[src/rtl/mips_pkg.sv]
// Shared encodings for the multi-cycle MIPS controller: opcodes, state codes
// and the datapath mux select values.
package mips_pkg;

  // Supported opcodes
  localparam logic [5:0] OP_RTYPE = 6'b000000;
  localparam logic [5:0] OP_J     = 6'b000010;
  localparam logic [5:0] OP_JAL   = 6'b000011;
  localparam logic [5:0] OP_BEQ   = 6'b000100;
  localparam logic [5:0] OP_BNE   = 6'b000101;
  localparam logic [5:0] OP_ADDI  = 6'b001000;
  localparam logic [5:0] OP_LW    = 6'b100011;
  localparam logic [5:0] OP_SW    = 6'b101011;

  // Controller states; codes 14 and 15 are unused and recover to FETCH
  typedef enum logic [3:0] {
    S_FETCH   = 4'd0,
    S_DECODE  = 4'd1,
    S_MEMADR  = 4'd2,
    S_MEMRD   = 4'd3,
    S_MEMWB   = 4'd4,
    S_MEMWR   = 4'd5,
    S_RTYPEEX = 4'd6,
    S_RTYPEWB = 4'd7,
    S_BEQEX   = 4'd8,
    S_ADDIEX  = 4'd9,
    S_ADDIWB  = 4'd10,
    S_JEX     = 4'd11,
    S_JALEX   = 4'd12,
    S_BNEEX   = 4'd13
  } state_t;

  // Next-PC select
  localparam logic [1:0] PCSRC_ALU    = 2'b00;
  localparam logic [1:0] PCSRC_ALUOUT = 2'b01;
  localparam logic [1:0] PCSRC_JUMP   = 2'b10;

  // Write-register select
  localparam logic [1:0] REGDEST_RT = 2'b00;
  localparam logic [1:0] REGDEST_RD = 2'b01;
  localparam logic [1:0] REGDEST_RA = 2'b10;

  // Write-data select
  localparam logic [1:0] MEMTOREG_ALUOUT = 2'b00;
  localparam logic [1:0] MEMTOREG_MDR    = 2'b01;
  localparam logic [1:0] MEMTOREG_PC     = 2'b10;

  // ALU B operand select
  localparam logic [1:0] ALUSRCB_RT      = 2'b00;
  localparam logic [1:0] ALUSRCB_FOUR    = 2'b01;
  localparam logic [1:0] ALUSRCB_IMM     = 2'b10;
  localparam logic [1:0] ALUSRCB_IMM_SH2 = 2'b11;

  // ALU control
  localparam logic [1:0] ALUOP_ADD   = 2'b00;
  localparam logic [1:0] ALUOP_SUB   = 2'b01;
  localparam logic [1:0] ALUOP_FUNCT = 2'b10;

  // True for every opcode the controller knows how to sequence
  function automatic logic is_supported(input logic [5:0] op);
    case (op)
      OP_RTYPE, OP_J, OP_JAL, OP_BEQ, OP_BNE, OP_ADDI, OP_LW, OP_SW:
        is_supported = 1'b1;
      default:
        is_supported = 1'b0;
    endcase
  endfunction

endpackage

[src/rtl/controller_out_decode.sv]
// Moore-style output decode: control strobes from the current state, with the
// FETCH write enables qualified by memory readiness. All outputs are forced
// low while reset is asserted.
module controller_out_decode
  import mips_pkg::*;
#(
  parameter int ALUOP_W = 2
) (
  input  logic               rst_n,
  input  logic [3:0]         state,
  input  logic               mem_ready,
  output logic               iord,
  output logic               mem_read,
  output logic               mem_write,
  output logic               ir_write,
  output logic               pc_write,
  output logic               branch,
  output logic               branch_ne,
  output logic [1:0]         pc_src,
  output logic               reg_write,
  output logic [1:0]         reg_dest,
  output logic [1:0]         mem_to_reg,
  output logic               alu_src_a,
  output logic [1:0]         alu_src_b,
  output logic [ALUOP_W-1:0] alu_op
);

  logic [1:0] alu_op_enc;

  // Per-state control decode; anything not named for a state stays 0
  always_comb begin
    // NOTE: every output gets a default before the case so no path can infer a latch.
    iord       = 1'b0;
    mem_read   = 1'b0;
    mem_write  = 1'b0;
    ir_write   = 1'b0;
    pc_write   = 1'b0;
    branch     = 1'b0;
    branch_ne  = 1'b0;
    pc_src     = PCSRC_ALU;
    reg_write  = 1'b0;
    reg_dest   = REGDEST_RT;
    mem_to_reg = MEMTOREG_ALUOUT;
    alu_src_a  = 1'b0;
    alu_src_b  = ALUSRCB_RT;
    alu_op_enc = ALUOP_ADD;
    if (rst_n) begin
      case (state)
        S_FETCH: begin
          mem_read  = 1'b1;
          alu_src_b = ALUSRCB_FOUR;
          ir_write  = mem_ready;
          pc_write  = mem_ready;
        end
        S_DECODE: alu_src_b = ALUSRCB_IMM_SH2;
        S_MEMADR: begin
          alu_src_a = 1'b1;
          alu_src_b = ALUSRCB_IMM;
        end
        S_MEMRD: begin
          iord     = 1'b1;
          mem_read = 1'b1;
        end
        S_MEMWB: begin
          reg_write  = 1'b1;
          mem_to_reg = MEMTOREG_MDR;
        end
        S_MEMWR: begin
          iord      = 1'b1;
          mem_write = 1'b1;
        end
        S_RTYPEEX: begin
          alu_src_a  = 1'b1;
          alu_op_enc = ALUOP_FUNCT;
        end
        S_RTYPEWB: begin
          reg_write = 1'b1;
          reg_dest  = REGDEST_RD;
        end
        S_ADDIEX: begin
          alu_src_a = 1'b1;
          alu_src_b = ALUSRCB_IMM;
        end
        S_ADDIWB: reg_write = 1'b1;
        S_BEQEX: begin
          alu_src_a  = 1'b1;
          alu_op_enc = ALUOP_SUB;
          branch     = 1'b1;
          pc_src     = PCSRC_ALUOUT;
        end
        S_BNEEX: begin
          alu_src_a  = 1'b1;
          alu_op_enc = ALUOP_SUB;
          branch_ne  = 1'b1;
          pc_src     = PCSRC_ALUOUT;
        end
        S_JEX: begin
          pc_write = 1'b1;
          pc_src   = PCSRC_JUMP;
        end
        S_JALEX: begin
          pc_write   = 1'b1;
          pc_src     = PCSRC_JUMP;
          reg_write  = 1'b1;
          reg_dest   = REGDEST_RA;
          mem_to_reg = MEMTOREG_PC;
        end
        default: ;
      endcase
    end
  end

  // Encodings live in the low two bits; wider ALUOp buses are zero-extended
  assign alu_op = ALUOP_W'(alu_op_enc);

endmodule

[src/rtl/multi_cycle_controller.sv]
// Multi-cycle MIPS control unit: state register and next-state sequencing,
// with output strobes produced by controller_out_decode.
module multi_cycle_controller
  import mips_pkg::*;
#(
  parameter bit MEM_WAIT_EN = 1'b1,
  parameter int ALUOP_W     = 2
) (
  input  logic               CLK,
  input  logic               RST,
  input  logic [5:0]         OpCode,
  input  logic               MemReady,
  output logic               IorD,
  output logic               MemRead,
  output logic               MemWrite,
  output logic               IRWrite,
  output logic               PCWrite,
  output logic               Branch,
  output logic               BranchNe,
  output logic [1:0]         PCSrc,
  output logic               RegWrite,
  output logic [1:0]         RegDest,
  output logic [1:0]         MemtoReg,
  output logic               ALUSrcA,
  output logic [1:0]         ALUSrcB,
  output logic [ALUOP_W-1:0] ALUOp,
  output logic [3:0]         State,
  output logic               IllegalOp
);

  state_t state_q;
  state_t state_d;
  logic   mem_ready_eff;

  // Without wait support the memory is assumed to always answer in one cycle
  assign mem_ready_eff = MEM_WAIT_EN ? MemReady : 1'b1;

  // State register; reset returns to FETCH without waiting for a clock edge
  always_ff @(posedge CLK or negedge RST) begin
    // NOTE: sequential state uses non-blocking assignment so all flops update from pre-edge values.
    if (!RST) state_q <= S_FETCH;
    else      state_q <= state_d;
  end

  // Next-state sequencing; OpCode is looked at only in DECODE and MEMADR
  always_comb begin
    state_d = state_q;
    case (state_q)
      S_FETCH:  if (mem_ready_eff) state_d = S_DECODE;
      S_DECODE: begin
        case (OpCode)
          OP_LW, OP_SW: state_d = S_MEMADR;
          OP_RTYPE:     state_d = S_RTYPEEX;
          OP_ADDI:      state_d = S_ADDIEX;
          OP_BEQ:       state_d = S_BEQEX;
          OP_BNE:       state_d = S_BNEEX;
          OP_J:         state_d = S_JEX;
          OP_JAL:       state_d = S_JALEX;
          default:      state_d = S_FETCH;
        endcase
      end
      S_MEMADR: begin
        if (OpCode == OP_LW)      state_d = S_MEMRD;
        else if (OpCode == OP_SW) state_d = S_MEMWR;
        else                      state_d = S_FETCH;
      end
      S_MEMRD:   if (mem_ready_eff) state_d = S_MEMWB;
      S_MEMWR:   if (mem_ready_eff) state_d = S_FETCH;
      S_RTYPEEX: state_d = S_RTYPEWB;
      S_ADDIEX:  state_d = S_ADDIWB;
      S_MEMWB, S_RTYPEWB, S_ADDIWB, S_BEQEX, S_BNEEX, S_JEX, S_JALEX:
        state_d = S_FETCH;
      default:   state_d = S_FETCH;
    endcase
  end

  // Illegal-opcode flag is tied to the DECODE cycle that rejects it
  assign IllegalOp = RST && (state_q == S_DECODE) && !is_supported(OpCode);
  assign State     = state_q;

  controller_out_decode #(
    .ALUOP_W (ALUOP_W)
  ) u_out_decode (
    .rst_n      (RST),
    .state      (state_q),
    .mem_ready  (mem_ready_eff),
    .iord       (IorD),
    .mem_read   (MemRead),
    .mem_write  (MemWrite),
    .ir_write   (IRWrite),
    .pc_write   (PCWrite),
    .branch     (Branch),
    .branch_ne  (BranchNe),
    .pc_src     (PCSrc),
    .reg_write  (RegWrite),
    .reg_dest   (RegDest),
    .mem_to_reg (MemtoReg),
    .alu_src_a  (ALUSrcA),
    .alu_src_b  (ALUSrcB),
    .alu_op     (ALUOp)
  );

endmodule

[config.mk]
export PLATFORM = sky130hd
export DESIGN_NAME = multi_cycle_controller
export DESIGN_NICKNAME = d
export VERILOG_FILES = /design/src/rtl/mips_pkg.sv /design/src/rtl/controller_out_decode.sv /design/src/rtl/multi_cycle_controller.sv
export SDC_FILE = /design/constraint.sdc
export NUM_CORES = 1
export LEC_CHECK = 0
export BUFFER_PORTS_ARGS = -buffer_cell sky130_fd_sc_hd__buf_4
export CORE_MARGIN = 3
export CORE_UTILIZATION = 51
export CTS_BUF_LIST = sky130_fd_sc_hd__clkbuf_8
export DETAILED_ROUTE_END_ITERATION = 16
export PLACE_DENSITY = 0.86
export RECOVER_POWER = 100
export SETUP_SLACK_MARGIN = 0.2
export SYNTH_ARGS = -nofsm -noshare
export SYNTH_HDL_FRONTEND = slang
export SYNTH_SLANG_ARGS = --single-unit
[constraint.sdc]
create_clock -name CLK -period 2.6 [get_ports CLK]
set_input_delay 0.65 -clock CLK [delete_from_list [all_inputs] [get_ports CLK]]
set_output_delay 0.65 -clock CLK [all_outputs]
set_load 0.005 [all_outputs]
==> reports/metrics.csv, run 1 <==
stage,metric,value,unit
pwr,worst_ir_drop_vdd,0.315,mV
clock_network,path_clk_slew,0.03,ns
final_layout,final_cell_mix,"buf_4, nor2_1, clkbuf_4, nand2_1, nor3_1",
grt,grt_pass1_wl,3.35,mm
die,rows,12,
timing,min_period,2.35,ns
clock_network,cts_tree,built,
final_layout,finish.utilization,76.1,%
timing,grt_setup_unrepaired,no,
final_layout,syn_to_final_growth,29.2,%
clock_network,cts_inserted_buffers,3,
logic_synthesis,avgSynthCellArea,7.30,sq um
detailed_routing,first_iter_violations,16,
placed_design,port_buffers,32,
die,coreArea,0.00120,sq mm
setup_path,path_cells,clkbuf_1 > nor4_1 > or2_1 > buf_4,
logic_synthesis,synth-main-ff-cell,dfrtp_1,
timing,tns,0,ns
logic_synthesis,syn_inst,97,
setup_path,r2r_setup_slack,1.01,ns
setup_path,reg2reg_depth,4,
logic_synthesis,synth_area,708,sq um
grt,grt_usage,22.8,%
setup_path,end_kind,output pin,
final_layout,layout-drive-gt1-share,33.9,%
clock_network,hold_buffers,0,
logic_synthesis,synth_edf_count,0,
grt,antenna_found_initial,0,
timing,worst_pin_slew,0.536,ns
die,die_area,0.00187,sq mm
logic_synthesis,synth_seq_area_share,14.1,%
clock_network,clock-sinks,4,
min_path,hold_path_class,in2async,
timing,finalHoldViolCount,0,
timing,slew_viol_final,0,
status,outcome,finished clean,
setup_path,start_kind,flop,
setup_path,critPathLaunch,State[0],
grt,overflow,0,
detailed_routing,ant_nets,0,
setup_path,r2r-start,State[0],
setup_path,cp_slowest_cell,dfrtp_1,
logic_synthesis,synth_nets,106,
placed_design,routabilityCongestion,0.843,
setup_path,critical_path.endpoint,ALUOp[0],
pwr,total_power,0.000355,W
logic_synthesis,ys_ff_latch,4,
clock_network,cts_root_buffer,clkbuf_8,
setup_path,crit_type,reg2out,
detailed_routing,dr.pass1.iters,4,
die,die_x,43.3,um
setup_path,crit_fanout,12,
run,drv_cap,0,
setup_path,max_stage_delay,0.47,ns
die,start_util,59.0,%
detailed_routing,drc,0,
detailed_routing,vias,851,
pwr,cellPowerDensity,388,mW/mm^2
die,io_pins,33,
final_layout,antenna_cells,0,
final_layout,mostFrequentLayoutCell,buf_4,
timing,finalSetupViolCount,0,
detailed_routing,drt-wirelength-per-cell,14.9,um
timing,finalCritPeriodShare,90.5,%
timing,fin_skew,0.00276,ns
final_layout,fin_nets,135,
setup_path,cp.arrival,1.70,ns
logic_synthesis,async_flop_share,100,%
detailed_routing,drt_wl_total,2.05,mm
final_layout,nFillCells,104,
setup_path,required,1.95,ns
timing,timing.fmax,425,MHz
setup_path,worstReg2RegEnd,State[0],
pwr,power_leakage,0.446,nW
clock_network,cts_buffer_depth,2,
timing,relSlewSlack,64.3,%
clock_network,cts.htree.levels,1,
logic_synthesis,ys.warnings.count,0,
detailed_routing,vias_per_cell,6.17,
grt,first_global_vias,788,
final_layout,largest_reg_flops,4,
placed_design,pre_cts_slack,0.473,ns
timing,worst_slack,0.247,ns
logic_synthesis,ys_types,40,
grt,grt_start_max_net_pins,19,
placed_design,hpwl,1.48,mm
die,die_h,43.3,um
clock_network,clock_latency,0.22,ns
==> synthesized netlist by cell type, types with 2 or more instances <==
cell	number	area (sq um)
nand3_1	2	10.0
nor2_1	9	33.8
nor2b_1	4	25.0
o21ai_0	2	10.0
xor2_1	2	17.5
or2_1	2	12.5
and3_1	5	31.3
and2b_1	3	22.5
nor3_2	2	20.0
o311ai_1	3	26.3
a21oi_1	4	20.0
nor3_1	6	30.0
a21boi_1	3	22.5
buf_2	4	20.0
nor4_1	3	18.8
nand2_1	8	30.0
buf_6	3	33.8
nor4_2	2	25.0
dfrtp_1	4	100
nand2b_1	2	12.5
a211o_1	2	17.5
buf_4	3	22.5
inv_2	2	7.51
==> report_power, final <==
part	total, W	internal, W	leakage [nW]	switching (W)
clock	0.000130	0.0000987	0.0216	0.0000314
combinational	0.000139	0.0000652	0.370	0.0000742
sequential	0.0000859	0.0000679	0.0541	0.0000180
total	0.000355	0.000232	0.446	0.000124
==> worst min-delay path by stage <==
stage	end	cells past startpoint	from
floorplan	State[0]	0	RST
global placement	State[1]	1	RST
detailed placement	State[2]	1	RST
CTS	State[1]	1	RST
global route	State[3]	1	RST
finish	State[0]	1	RST
==> logic make-up after synthesis <==
logic type      share of synthesized area (%)
simple gates                             43.8
mux                                      1.59
buf+inv                                  12.4
compound gates                           24.4
flops                                    14.1
xor+xnor                                 3.71
==> critical path: cells and delay by family, from the launching register on <==
kind / cells / cell delay [ns]
flip-flops: 1 / 0.47
AND/OR/NAND/NOR: 2 / 0.61
buffers and inverters: 2 / 0.40
==> routing by layer <==
layer	wire length (um)	vias to the layer above	GRT usage, %
met5	0	-	0
met4	17	0	8.43
met3	163	2	2.97
met2	1040	45	39.8
met1	830	396	27.8
li1	-	408	-
==> layout make-up <==
| class | count | area [sq um] | area share [%] |
|---|---|---|---|
| clock buffers | 3 | 41.3 | 4.51 |
| inverters | 3 | 11.3 | 1.23 |
| multi-input cells | 80 | 493 | 53.9 |
| flip-flops and latches | 4 | 100 | 10.9 |
| well taps | 14 | 17.5 | 1.92 |
| repair buffers | 34 | 251 | 27.5 |
==> per-stage QoR <==
stage	cell area (sq um)	instances	hold slack [ns]
finish	915	138	0.257
CTS	946	138	0.254
global placement	905	135	0.476
detailed placement	905	135	0.479
global route	915	138	0.256
floorplan	708	97	0.354
==> what timing repair did <==
item | 4_1_cts | 5_1_grt
setup endpoints to repair | 0 | 2
setup buffers | 0 | 0
gates resized for setup | 0 | 1
No activity file was read; power rests on OpenSTA's default activity.
==> run 2: changes to the inputs <==
GPL_TIMING_DRIVEN = 0   (was default)
==> reports/metrics.csv, run 2 (synthesized netlist as in run 1, its figures left out) <==
stage,metric,value,unit,change
detailed_routing,drc,0,,unchanged
run,drv_cap,0,,unchanged
final_layout,layout-drive-gt1-share,35.2,%,was 33.9%
detailed_routing,drt_wl_total,2.39,mm,was 2.05 mm
pwr,power_frac_comb,44.7,%,was 39.2%
setup_path,start_kind,flop,,unchanged
min_path,hold_path_class,in2async,,unchanged
final_layout,fin_nets,139,,was 135
die,start_util,59.0,%,unchanged
final_layout,antenna_cells,0,,unchanged
grt,grt_start_max_net_pins,13,,was 19
clock_network,cts.htree.levels,1,,unchanged
final_layout,mostFrequentLayoutCell,buf_4,,unchanged
die,die_h,43.3,um,unchanged
pwr,power.share.sequential,20.3,%,was 24.2%
setup_path,crit_type,reg2out,,unchanged
detailed_routing,vias,875,,was 851
pwr,switchingPower,0.000133,W,was 0.000124 W
die,rows,12,,unchanged
setup_path,crit_fanout,10,,was 12
setup_path,max_stage_delay,0.38,ns,was 0.47 ns
die,coreArea,0.00120,sq mm,unchanged
pwr,p_int,0.000239,W,was 0.000232 W
pwr,sw_frac_of_total,35.7,%,was 34.8%
grt,grtUsageMet1,34.3,%,was 27.8%
timing,fin_skew,0.00121,ns,was 0.00276 ns
die,die_x,43.3,um,unchanged
final_layout,syn_to_final_growth,34.1,%,was 29.2%
setup_path,r2r_setup_slack,0.94,ns,was 1.01 ns
grt,top_usage_layer,met2,,unchanged
setup_path,cpLargestDelayFamily,buffers and inverters,,was simple AND/OR/NAND/NOR gates
timing,tns,0,ns,unchanged
setup_path,r2r-start,State[0],,unchanged
final_layout,largest_reg_flops,4,,unchanged
pwr,worst_ir_drop_vdd,0.464,mV,was 0.315 mV
setup_path,path_cells,buf_6 > clkbuf_1 > o21ai_0 > a31o_1 > buf_4,,was clkbuf_1 > nor4_1 > or2_1 > buf_4
setup_path,cp_num_buf_inv,3,,was 2
timing,finalHoldViolCount,0,,unchanged
clock_network,cts_inserted_buffers,3,,unchanged
pwr,p_clk_share,35.0,%,was 36.6%
timing,hold_ws,0.253,ns,was 0.257 ns
clock_network,clock_latency,0.22,ns,about the same
detailed_routing,ant_nets,0,,unchanged
pwr,cellPowerDensity,391,mW/mm^2,was 388 mW/mm^2
clock_network,path_clk_slew,0.03,ns,about the same
detailed_routing,vias_per_cell,6.16,,was 6.17
grt,first_global_vias,805,,was 788
clock_network,ctsResizeCount,0,,unchanged
timing,grt_setup_unrepaired,no,,unchanged
grt,use_met3,2.97,%,unchanged
clock_network,cts_tree,built,,unchanged
final_layout,final_cell_mix,"buf_4, clkbuf_4, nor2_1, nand2_1, nor3_1",,"was buf_4, nor2_1, clkbuf_4, nand2_1, nor3_1"
timing,slew_viol_final,0,,unchanged
setup_path,cp.arrival,1.67,ns,was 1.70 ns
timing,timing.fmax,431,MHz,was 425 MHz
placed_design,port_buffers,28,,was 32
grt,grt_usage,27.2,%,was 22.8%
grt,antenna_found_initial,0,,unchanged
grt,met2_usage,48.1,%,was 39.8%
timing,finalCritPeriodShare,89.3,%,was 90.5%
pwr,power_leakage,0.464,nW,was 0.446 nW
timing,worst_pin_slew,0.483,ns,was 0.536 ns
setup_path,end_kind,output pin,,unchanged
setup_path,required,1.95,ns,about the same
placed_design,hpwl,1.63,mm,was 1.48 mm
grt,overflow,0,,unchanged
clock_network,cts_root_buffer,clkbuf_8,,unchanged
clock_network,cts_setup_buffers,0,,unchanged
status,outcome,finished clean,,unchanged
final_layout,nFillCells,91,,was 104
placed_design,routabilityCongestion,0.904,,was 0.843
die,die_area,0.00187,sq mm,unchanged
grt,grt_pass1_wl,3.85,mm,was 3.35 mm
clock_network,cts_buffer_depth,2,,unchanged
setup_path,critPathLaunch,State[2],,was State[0]
detailed_routing,first_iter_violations,49,,was 16
timing,min_period,2.32,ns,was 2.35 ns
timing,finalSetupViolCount,0,,unchanged
detailed_routing,dr.pass1.iters,6,,was 4
setup_path,cp_slowest_cell,clkbuf_1,,was dfrtp_1
detailed_routing,drt-wirelength-per-cell,16.8,um,was 14.9 um
die,io_pins,33,,unchanged
clock_network,hold_buffers,0,,unchanged
clock_network,clock-sinks,4,,unchanged
timing,relSlewSlack,67.5,%,was 64.3%
-- run 2: changes by cell type in the layout (fill, tap and decap cells not counted), moves of 2 or more --
| cell | before | now |
|---|---|---|
| buf_4 | 23 | 17 |
| buf_6 | 0 | 3 |
| clkbuf_4 | 10 | 13 |
| buf_2 | 0 | 2 |
| clkbuf_1 | 1 | 3 |
-- run 2: final timing paths --
check / to / cells past startpoint
setup / recovery: PCWrite / 5
max in group asynchronous: State[0] / 1
hold / removal: State[2] / 1
hold reg to reg: State[2] / 2
setup reg to reg: State[0] / 5
min in group CLK: State[2] / 2
-- run 2: power by group through the flow --
stage	logic, W	registers (W)	clock network [W]
2_1_floorplan	0.000104	0.0000752	0
3_3_place_gp	0.000162	0.0000753	0
3_5_place_dp	0.000167	0.0000760	0
4_1_cts	0.000172	0.0000756	0.000130
5_1_grt	0.000180	0.0000765	0.000133
6_report	0.000166	0.0000755	0.000130
-- run 2: metal layers --
| metal | vias to the layer above | share of wire, % |
|---|---|---|
| met3 | 4 | 9.5 |
| met4 | 0 | 1.6 |
| met2 | 58 | 48 |
| met1 | 395 | 41 |
| met5 | - | 0 |
| li1 | 418 | - |
-- run 2: cell type report --
type,instances,area (sq um),share of cell area [%]
Buffer,10,70.1,7.38
Clock buffer,3,41.3,4.35
Inverter,3,11.3,1.19
Multi-Input combinational cell,80,499,52.6
Sequential cell,4,100,10.5
Tap cell,14,17.5,1.84
Timing Repair Buffer,28,210,22.1
-- run 2: stage by stage --
step | cells | area [sq um] | total power (W) | setup WS, ns | util [%]
detailed placement | 139 | 936 | 0.000243 | 0.488 | 77.9
CTS | 142 | 977 | 0.000377 | 0.453 | 81.4
global placement | 139 | 936 | 0.000237 | 0.486 | 77.9
global route | 142 | 950 | 0.000390 | 0.198 | 79.1
floorplan | 97 | 708 | 0.000179 | 0.632 | -
finish | 142 | 950 | 0.000372 | 0.279 | 79.1
